`config.mk`:
```
export PLATFORM = sky130hd
export DESIGN_NAME = pc_unit_flat
export DESIGN_NICKNAME = d
export VERILOG_FILES = /design/src/rtl/cpu_pkg.sv /design/src/rtl/pc_unit_if.sv /design/src/rtl/epc_stack.sv /design/src/rtl/pc_unit.sv /design/src/flat_wrapper.sv
export SDC_FILE = /design/constraint.sdc
export NUM_CORES = 1
export LEC_CHECK = 0
export ABC_AREA = 1
export ABC_CLOCK_PERIOD_IN_PS = 3200
export BUFFER_PORTS_ARGS = -buffer_cell sky130_fd_sc_hd__buf_2
export CORE_MARGIN = 2
export CORE_UTILIZATION = 28
export CTS_BUF_LIST = sky130_fd_sc_hd__clkbuf_8
export CTS_CLUSTER_DIAMETER = 40
export DETAILED_ROUTE_END_ITERATION = 6
export GPL_ROUTABILITY_DRIVEN = 0
export SKIP_CTS_REPAIR_TIMING = 1
export SYNTH_ARGS = -nofsm -noshare
export SYNTH_HDL_FRONTEND = slang
export SYNTH_SLANG_ARGS = --single-unit
```
`constraint.sdc`:
```
create_clock -name clk -period 3.2 [get_ports clk]
set_input_delay 0.64 -clock clk [delete_from_list [all_inputs] [get_ports clk]]
set_output_delay 0.64 -clock clk [all_outputs]
set_load 0.05 [all_outputs]
```
`src/rtl/cpu_pkg.sv`:
```
// Shared CPU definitions: address defaults, PC-unit state encoding and the
// next-PC select encoding also used by the control unit.
package cpu_pkg;

    localparam int unsigned DEF_ADDR_W    = 32;
    localparam logic [31:0] DEF_RESET_VEC = 32'h0040_0000;
    localparam logic [31:0] DEF_EXC_VEC   = 32'h0040_0004;
    localparam int unsigned DEF_STEP      = 4;

    typedef enum logic {
        RUN,
        HALT
    } pc_state_t;

    typedef enum logic [2:0] {
        NPC_HOLD,
        NPC_SEQ,
        NPC_BR,
        NPC_JMP,
        NPC_ERET,
        NPC_EXC
    } npc_sel_t;

endpackage

```
`src/rtl/pc_unit_if.sv`:
```
// Redirect/control requests into the PC unit and its observable state.
interface pc_unit_if #(
    parameter int unsigned ADDR_W    = cpu_pkg::DEF_ADDR_W,
    parameter int unsigned EPC_DEPTH = 4
);
    localparam int unsigned LVL_W = $clog2(EPC_DEPTH) + 1;

    logic              stall;
    logic              br_taken;
    logic [ADDR_W-1:0] br_target;
    logic              jmp;
    logic [ADDR_W-1:0] jmp_target;
    logic              exc_req;
    logic              eret;
    logic              halt;
    logic              resume;

    logic [ADDR_W-1:0] pc;
    logic [ADDR_W-1:0] pc_next_seq;
    logic [ADDR_W-1:0] epc_top;
    logic [LVL_W-1:0]  epc_level;
    logic              halted;
    logic              exc_ovf;
    logic              eret_err;

    modport master (
        output stall, br_taken, br_target, jmp, jmp_target,
               exc_req, eret, halt, resume,
        input  pc, pc_next_seq, epc_top, epc_level, halted, exc_ovf, eret_err
    );

    modport slave (
        input  stall, br_taken, br_target, jmp, jmp_target,
               exc_req, eret, halt, resume,
        output pc, pc_next_seq, epc_top, epc_level, halted, exc_ovf, eret_err
    );

endinterface

```
`src/rtl/epc_stack.sv`:
```
// Exception-PC LIFO: push when full overwrites the top entry; pop when empty
// is ignored. State updates on the falling clock edge like the rest of fetch.
module epc_stack #(
    parameter int unsigned WIDTH = 32,
    parameter int unsigned DEPTH = 4
) (
    input  logic                     clk,
    input  logic                     rst_n,
    input  logic                     push,
    input  logic                     pop,
    input  logic [WIDTH-1:0]         din,
    output logic [WIDTH-1:0]         top,
    output logic [$clog2(DEPTH):0]   level,
    output logic                     full,
    output logic                     empty
);
    localparam int unsigned PTR_W = $clog2(DEPTH);
    localparam int unsigned LVL_W = PTR_W + 1;

    logic [WIDTH-1:0] mem [DEPTH];
    logic [LVL_W-1:0] cnt;
    logic [PTR_W-1:0] top_idx;
    logic [PTR_W-1:0] wr_idx;

    assign full    = (cnt == LVL_W'(DEPTH));
    assign empty   = (cnt == '0);
    assign top_idx = PTR_W'(cnt - 1'b1);
    assign wr_idx  = full ? top_idx : cnt[PTR_W-1:0];
    assign top     = empty ? '0 : mem[top_idx];
    assign level   = cnt;

    always_ff @(negedge clk or negedge rst_n) begin
        if (!rst_n) begin
            cnt <= '0;
            for (int unsigned i = 0; i < DEPTH; i++) begin
                mem[i] <= '0;
            end
        end else if (push) begin
            mem[wr_idx] <= din;
            if (!full) begin
                cnt <= cnt + 1'b1;
            end
        end else if (pop && !empty) begin
            cnt <= cnt - 1'b1;
        end
    end

endmodule

```
`src/rtl/pc_unit.sv`:
```
// Program-counter unit: next-PC selection, stall, halt/resume and exception
// entry/return through a nested EPC stack. All state changes on falling edges.
module pc_unit
    import cpu_pkg::*;
#(
    parameter int unsigned       ADDR_W    = DEF_ADDR_W,
    parameter logic [ADDR_W-1:0] RESET_VEC = ADDR_W'(DEF_RESET_VEC),
    parameter logic [ADDR_W-1:0] EXC_VEC   = ADDR_W'(DEF_EXC_VEC),
    parameter int unsigned       STEP      = DEF_STEP,
    parameter int unsigned       EPC_DEPTH = 4
) (
    input  logic     clk,
    input  logic     rst_n,
    pc_unit_if.slave bus
);
    localparam int unsigned LVL_W = $clog2(EPC_DEPTH) + 1;

    pc_state_t         state;
    pc_state_t         state_next;
    npc_sel_t          sel;
    logic [ADDR_W-1:0] pc_q;
    logic [ADDR_W-1:0] pc_d;
    logic [ADDR_W-1:0] pc_seq;
    logic [ADDR_W-1:0] epc_top;
    logic [LVL_W-1:0]  epc_level;
    logic              push;
    logic              pop;
    logic              stk_full;
    logic              stk_empty;
    logic              ovf_q;
    logic              err_q;
    logic              set_ovf;
    logic              set_err;

    assign pc_seq = pc_q + ADDR_W'(STEP);

    epc_stack #(
        .WIDTH (ADDR_W),
        .DEPTH (EPC_DEPTH)
    ) u_epc (
        .clk   (clk),
        .rst_n (rst_n),
        .push  (push),
        .pop   (pop),
        .din   (pc_q),
        .top   (epc_top),
        .level (epc_level),
        .full  (stk_full),
        .empty (stk_empty)
    );

    // Stall leaves every default in place, so nothing below can move.
    always_comb begin
        state_next = state;
        sel        = NPC_HOLD;
        push       = 1'b0;
        pop        = 1'b0;
        set_ovf    = 1'b0;
        set_err    = 1'b0;
        if (!bus.stall) begin
            if (bus.exc_req) begin
                // Exception also wakes a halted core; from RUN a same-edge halt still wins.
                sel        = NPC_EXC;
                push       = 1'b1;
                set_ovf    = stk_full;
                state_next = (state == RUN && bus.halt) ? HALT : RUN;
            end else if (state == HALT) begin
                if (bus.resume) begin
                    state_next = RUN;
                end
            end else begin
                if (bus.eret) begin
                    sel     = NPC_ERET;
                    pop     = 1'b1;
                    set_err = stk_empty;
                end else if (bus.jmp) begin
                    sel = NPC_JMP;
                end else if (bus.br_taken) begin
                    sel = NPC_BR;
                end else begin
                    sel = NPC_SEQ;
                end
                if (bus.halt) begin
                    state_next = HALT;
                end
            end
        end
    end

    always_comb begin
        pc_d = pc_q;
        case (sel)
            NPC_SEQ:  pc_d = pc_seq;
            NPC_BR:   pc_d = bus.br_target;
            NPC_JMP:  pc_d = bus.jmp_target;
            NPC_ERET: pc_d = stk_empty ? EXC_VEC : epc_top;
            NPC_EXC:  pc_d = EXC_VEC;
            default:  pc_d = pc_q;
        endcase
    end

    always_ff @(negedge clk or negedge rst_n) begin
        if (!rst_n) begin
            state <= RUN;
            pc_q  <= RESET_VEC;
            ovf_q <= 1'b0;
            err_q <= 1'b0;
        end else begin
            state <= state_next;
            pc_q  <= pc_d;
            ovf_q <= ovf_q | set_ovf;
            err_q <= err_q | set_err;
        end
    end

    assign bus.pc          = pc_q;
    assign bus.pc_next_seq = pc_seq;
    assign bus.epc_top     = epc_top;
    assign bus.epc_level   = epc_level;
    assign bus.halted      = (state == HALT);
    assign bus.exc_ovf     = ovf_q;
    assign bus.eret_err    = err_q;

endmodule

```
`src/flat_wrapper.sv`:
```
// flat-port wrapper written by rule: the top's interface ports become plain ports
module pc_unit_flat import cpu_pkg::*;
#(
    parameter int unsigned       ADDR_W    = DEF_ADDR_W,
    parameter logic [ADDR_W-1:0] RESET_VEC = ADDR_W'(DEF_RESET_VEC),
    parameter logic [ADDR_W-1:0] EXC_VEC   = ADDR_W'(DEF_EXC_VEC),
    parameter int unsigned       STEP      = DEF_STEP,
    parameter int unsigned       EPC_DEPTH = 4
)
  (clk, rst_n, bus_stall, bus_br_taken, bus_br_target, bus_jmp, bus_jmp_target, bus_exc_req, bus_eret, bus_halt, bus_resume, bus_pc, bus_pc_next_seq, bus_epc_top, bus_epc_level, bus_halted, bus_exc_ovf, bus_eret_err);
  pc_unit_if #(.ADDR_W(ADDR_W), .EPC_DEPTH(EPC_DEPTH)) bus_i ();
  input  logic clk;
  input  logic rst_n;
  input wire logic [$bits(bus_i.stall)-1:0] bus_stall;
  input wire logic [$bits(bus_i.br_taken)-1:0] bus_br_taken;
  input wire logic [$bits(bus_i.br_target)-1:0] bus_br_target;
  input wire logic [$bits(bus_i.jmp)-1:0] bus_jmp;
  input wire logic [$bits(bus_i.jmp_target)-1:0] bus_jmp_target;
  input wire logic [$bits(bus_i.exc_req)-1:0] bus_exc_req;
  input wire logic [$bits(bus_i.eret)-1:0] bus_eret;
  input wire logic [$bits(bus_i.halt)-1:0] bus_halt;
  input wire logic [$bits(bus_i.resume)-1:0] bus_resume;
  output wire logic [$bits(bus_i.pc)-1:0] bus_pc;
  output wire logic [$bits(bus_i.pc_next_seq)-1:0] bus_pc_next_seq;
  output wire logic [$bits(bus_i.epc_top)-1:0] bus_epc_top;
  output wire logic [$bits(bus_i.epc_level)-1:0] bus_epc_level;
  output wire logic [$bits(bus_i.halted)-1:0] bus_halted;
  output wire logic [$bits(bus_i.exc_ovf)-1:0] bus_exc_ovf;
  output wire logic [$bits(bus_i.eret_err)-1:0] bus_eret_err;
  assign bus_i.stall = bus_stall;
  assign bus_i.br_taken = bus_br_taken;
  assign bus_i.br_target = bus_br_target;
  assign bus_i.jmp = bus_jmp;
  assign bus_i.jmp_target = bus_jmp_target;
  assign bus_i.exc_req = bus_exc_req;
  assign bus_i.eret = bus_eret;
  assign bus_i.halt = bus_halt;
  assign bus_i.resume = bus_resume;
  assign bus_pc = bus_i.pc;
  assign bus_pc_next_seq = bus_i.pc_next_seq;
  assign bus_epc_top = bus_i.epc_top;
  assign bus_epc_level = bus_i.epc_level;
  assign bus_halted = bus_i.halted;
  assign bus_exc_ovf = bus_i.exc_ovf;
  assign bus_eret_err = bus_i.eret_err;
  pc_unit #(.ADDR_W(ADDR_W), .RESET_VEC(RESET_VEC), .EXC_VEC(EXC_VEC), .STEP(STEP), .EPC_DEPTH(EPC_DEPTH)) u_core (.clk(clk), .rst_n(rst_n), .bus(bus_i));
endmodule
```
== Word-level counts from Yosys, hierarchy flattened ==
Index checks and enable logic that the tools add are counted.

* Input port bits: 73
* Register bits: 166
* Output and inout bits: 102
* Word-level logic and storage cells: 71

* Order comparisons: 3
* Reductions and logical operators: 8
* Add/sub/neg operators: 3
* Bitwise gates (word level): 5
* Eq/ne operators: 7
* Muxes and demuxes: 36

{| class="wikitable"
|+ Operators by type and width
! kind !! number
|-
| 2-to-1 mux 32 bit || 5
|-
| one-hot mux 32 bit (5 select lines) || 1
|-
| bitwise mux 128 bit || 1
|-
| binary-select mux 32 bit (select 2 bit) || 1
|-
| demux 32 bit (select 2 bit) || 1
|-
| adder 32 x 3 -> 32 bit (second input constant) || 1
|-
| 2-to-1 mux 3 bit || 8
|-
| 2-to-1 mux 1 bit || 17
|-
| equality test 3 bit (second input constant) || 3
|-
| equality test 3 x 2 -> 1 bit (second input constant) || 2
|-
| >= comparator 3 bit (second input constant) || 2
|-
| NOT 2 -> 3 bit || 2
|-
| nonzero test 5 bit || 1
|-
| 2-to-1 mux 2 bit || 2
|-
| adder 3 x 1 -> 3 bit (second input constant) || 1
|-
| equality test 3 x 1 -> 1 bit (second input constant) || 1
|-
| logical AND 1 bit || 3
|-
| logical NOT 3 bit || 1
|-
| less-than comparator 3 x 1 -> 1 bit (second input constant) || 1
|-
| subtractor 3 x 1 -> 3 bit (second input constant) || 1
|-
| inequality test 2 bit (second input constant) || 1
|-
| OR 1 bit || 2
|-
| AND reduction 2 bit || 1
|-
| nonzero test 2 bit || 1
|-
| 2 further kinds || 2
|}

== Logic depth before layout (Yosys ltp) ==
* Depth after elaboration: 8
* Depth in mapped cells: 15
* Depth with buffers taken out: 12

== Modules after synthesis ==
From an unflattened synthesis, not the netlist that was laid out.

* Cells, all modules: 1437
* Area total of the unflattened synthesis: 9789.4 µm²

{| class="wikitable"
|+ Modules (own cells, without submodules)
! module !! instances !! sequential area each (µm²) !! cells an instance !! area each (µm²)
|-
| epc_stack || 1 || 3278.1 || 865 || 6528.8
|-
| pc_unit || 1 || 877.1 || 572 || 3260.6
|}

==> flow_metrics.py <==
metrics = {
    "setup_path": {
        "worstPathArrival_ns": 3.76,
        "cp_max_fo": 3,
        "endpoint": "bus_pc_next_seq[20]",
        "required_ns": 2.56,
        "criticalPathCategory": "reg2out",
        "worstReg2RegEnd": "u_core.bus.pc[31]$_DFFE_NN0P_",
        "r2r_start": "u_core.u_epc.level[1]$_DFFE_NN0P_",
        "setup.worst_path.start_class": "flop",
        "cp-end-kind": "output port",
        "crit_path_start": "u_core.bus.pc[3]$_DFFE_NN0P_",
        "rr_worst_depth": 11,
        "r2r_slack_ns": 1.07,
    },
    "die": {
        "initial_core_util_pct": 28.5,
        "die_y_um": 183,
        "io_pins": 175,
        "core_mm2": 0.0316,
        "rows": 65,
        "dieArea_mm2": 0.0336,
        "dieWidth_um": 183,
    },
    "global_route": {
        "grt_usage_pct": 20.1,
        "grt_pass1_wl_um": 51800,
        "grt_start_max_net_pins": 49,
        "grt_overflow": 0,
        "antenna_found_initial": 0,
        "grt_pass1_vias": 9304,
    },
    "final_layout": {
        "mostFrequentLayoutCell": "nand2_1",
        "syn2layout_area_growth_pct": 67.5,
        "finalInstanceArea_mm2": 0.0151,
        "post-route-util_pct": 47.7,
        "diodes": 0,
        "drive_gt1_share_pct": 42.8,
        "layout.nets": 1662,
        "layout_common_cells": "nand2_1, dfrtn_1, buf_4, o21ai_0, nor2_1",
    },
    "sta": {
        "timing.final.max_slew_violations": 0,
        "hold_ws_ns": 0.433,
        "final-hold-violation-count": 0,
        "rsz0062_at_grt": "true",
        "fin_ws_ns": -1.20,
        "finClkSkew_ns": 0.0604,
        "slew_headroom_pct": 76.2,
        "tightest_slew_ns": 0.357,
        "setup_viol": 105,
        "setup_tns_ns": -70.29,
    },
    "synthesis": {
        "synth_cell_type_count": 37,
        "yosysSeqAreaShare_pct": 46.2,
        "netlist_area_mm2": 0.00899,
        "syn_avg_cell_area_um2": 7.22,
        "yosys_warnings": 0,
        "syn_inst": 1246,
        "synth_top_area_share_pct": 45.9,
        "yosys.area.top_type": "dfrtn_1",
        "synth_fp_nets": 1325,
        "synth_area_leaders": "dfrtn_1, nand2_1, o21ai_0",
        "ys_ff_latch": 166,
    },
    "clock_network": {
        "clock_sinks": 166,
        "cts_root_buffer": "clkbuf_8",
        "cts_max_level": 4,
        "cts_buffer_depth": 2,
        "clk_pin_slew_ns": 0.06,
        "cts_buffers": 17,
        "clock_latency_ns": 0.47,
        "cts_tree": "done",
    },
    "placement": {
        "io_buffers": 174,
        "dp_hpwl_um": 24700,
        "place_ws_ns": -0.783,
        "placed_area_mm2": 0.0130,
    },
    "pwr": {
        "power.leakage_uw": 0.00707,
        "p_per_area_mw_per_mm2": 1160,
        "peakVddDrop_v": 0.000623,
    },
    "run_status": {
        "status": "complete, but fails checks",
        "violations": "negative setup slack",
    },
    "route": {
        "ant_nets": 0,
        "wl_per_cell_um": 17.6,
        "drtIter0Drc": 630,
        "drt_first_pass_iters": 5,
        "avgViaCountPerCell": 4.90,
        "wl_um": 35000,
        "post-route-drc-count": 0,
        "vias": 9784,
    },
    "job": {
        "max_cap_violations": 0,
    },
    "hold_path": {
        "min-delay-path-class": "reg2reg",
    },
}
report_power, final:
part / switching, µW / total, µW / internal (µW)
logic: 7390 / 12200 / 4830
registers: 569 / 3590 / 3020
clock network: 846 / 1650 / 803
total: 8810 / 17500 / 8650
final cells by class:
type                       instances  area [µm²]
clock inverter                    13         173
multi-input combinational        952        5860
tap                              402         503
sequential                       166        4160
inverter                          65         292
clock buffer                      18         248
fill                            2939       16500
timing repair buffer             380        3830
worst max-delay path: stages (launching register included):
cell	delay, ns
dfrtn_1	0.45
ha_4	0.18
nand3_4	0.09
nor2_4	0.16
nand4_1	0.27
buf_4	0.25
xor2_4	0.15
buf_6	0.18
worst min path at each step:
| stage | from | endpoint | slack, ns | depth (start not counted) |
|---|---|---|---|---|
| final | u_core.u_epc.mem[19]$_DFFE_NN0P_ | u_core.u_epc.mem[19]$_DFFE_NN0P_ | 0.43 | 2 |
| after global routing | u_core.u_epc.mem[27]$_DFFE_NN0P_ | u_core.u_epc.mem[27]$_DFFE_NN0P_ | 0.44 | 2 |
| after CTS | u_core.bus.eret_err$_DFF_NN0_ | u_core.bus.eret_err$_DFF_NN0_ | 0.43 | 1 |
| after detailed placement | u_core.bus.eret_err$_DFF_NN0_ | u_core.bus.eret_err$_DFF_NN0_ | 0.42 | 1 |
| after global placement | u_core.bus.eret_err$_DFF_NN0_ | u_core.bus.eret_err$_DFF_NN0_ | 0.42 | 1 |
| after floorplan | u_core.u_epc.mem[116]$_DFFE_NN0P_ | u_core.u_epc.mem[116]$_DFFE_NN0P_ | 0.41 | 2 |
through the flow:
step | cells | power, µW
after floorplan | 1246 | 10700
after global placement | 1942 | 14300
after detailed placement | 1942 | 14400
after CTS | 1972 | 16100
after global routing | 1996 | 18400
final | 1996 | 17500
cell usage after synthesis, drive strengths merged:
| cell | number |
|---|---|
| a21oi | 44 |
| a32o | 1 |
| and2 | 3 |
| and3 | 1 |
| buf | 27 |
| clkbuf | 35 |
| dfrtn | 165 |
| dfstp | 1 |
| ha | 6 |
| inv | 66 |
| nand2 | 432 |
| nand3 | 58 |
| nand4 | 16 |
| nor2 | 174 |
| nor3 | 9 |
| o2111ai | 1 |
| o211ai | 1 |
| o21ai | 187 |
| o21bai | 2 |
| or2 | 1 |
| xor2 | 16 |
per-layer routing:
| layer | track usage [%] | vias to the layer above | part of all wire [%] |
|---|---|---|---|
| met1 | 28.4 | 4713 | 45 |
| met2 | 32.0 | 341 | 47 |
| met3 | 3.06 | 51 | 6.2 |
| li1 | - | 4679 | - |
| met5 | 0 | - | 0 |
| met4 | 5.38 | 0 | 2.1 |
flip-flops by register name, summed over array words and instances, names as in the netlist:
signal,cells
u_core.bus.halted,1
u_core.u_epc.level,3
u_core.u_epc.mem,128
u_core.bus.exc_ovf,1
u_core.bus.pc,32
u_core.bus.eret_err,1
cells by family (layout without fill, tap and decap cells):
| kind of cell | Yosys count | count (layout) | synth area share, % |
|---|---|---|---|
| AOI/OAI and AO/OA | 236 | 236 | 13.4 |
| buffers and inverters | 128 | 476 | 6.04 |
| and+or+nand+nor | 694 | 694 | 32.0 |
| adders and majority gates | 6 | 6 | 0.835 |
| xor gates and xnor gates | 16 | 16 | 1.56 |
| DFF | 166 | 166 | 46.2 |
(Power assumes the default switching activity.)
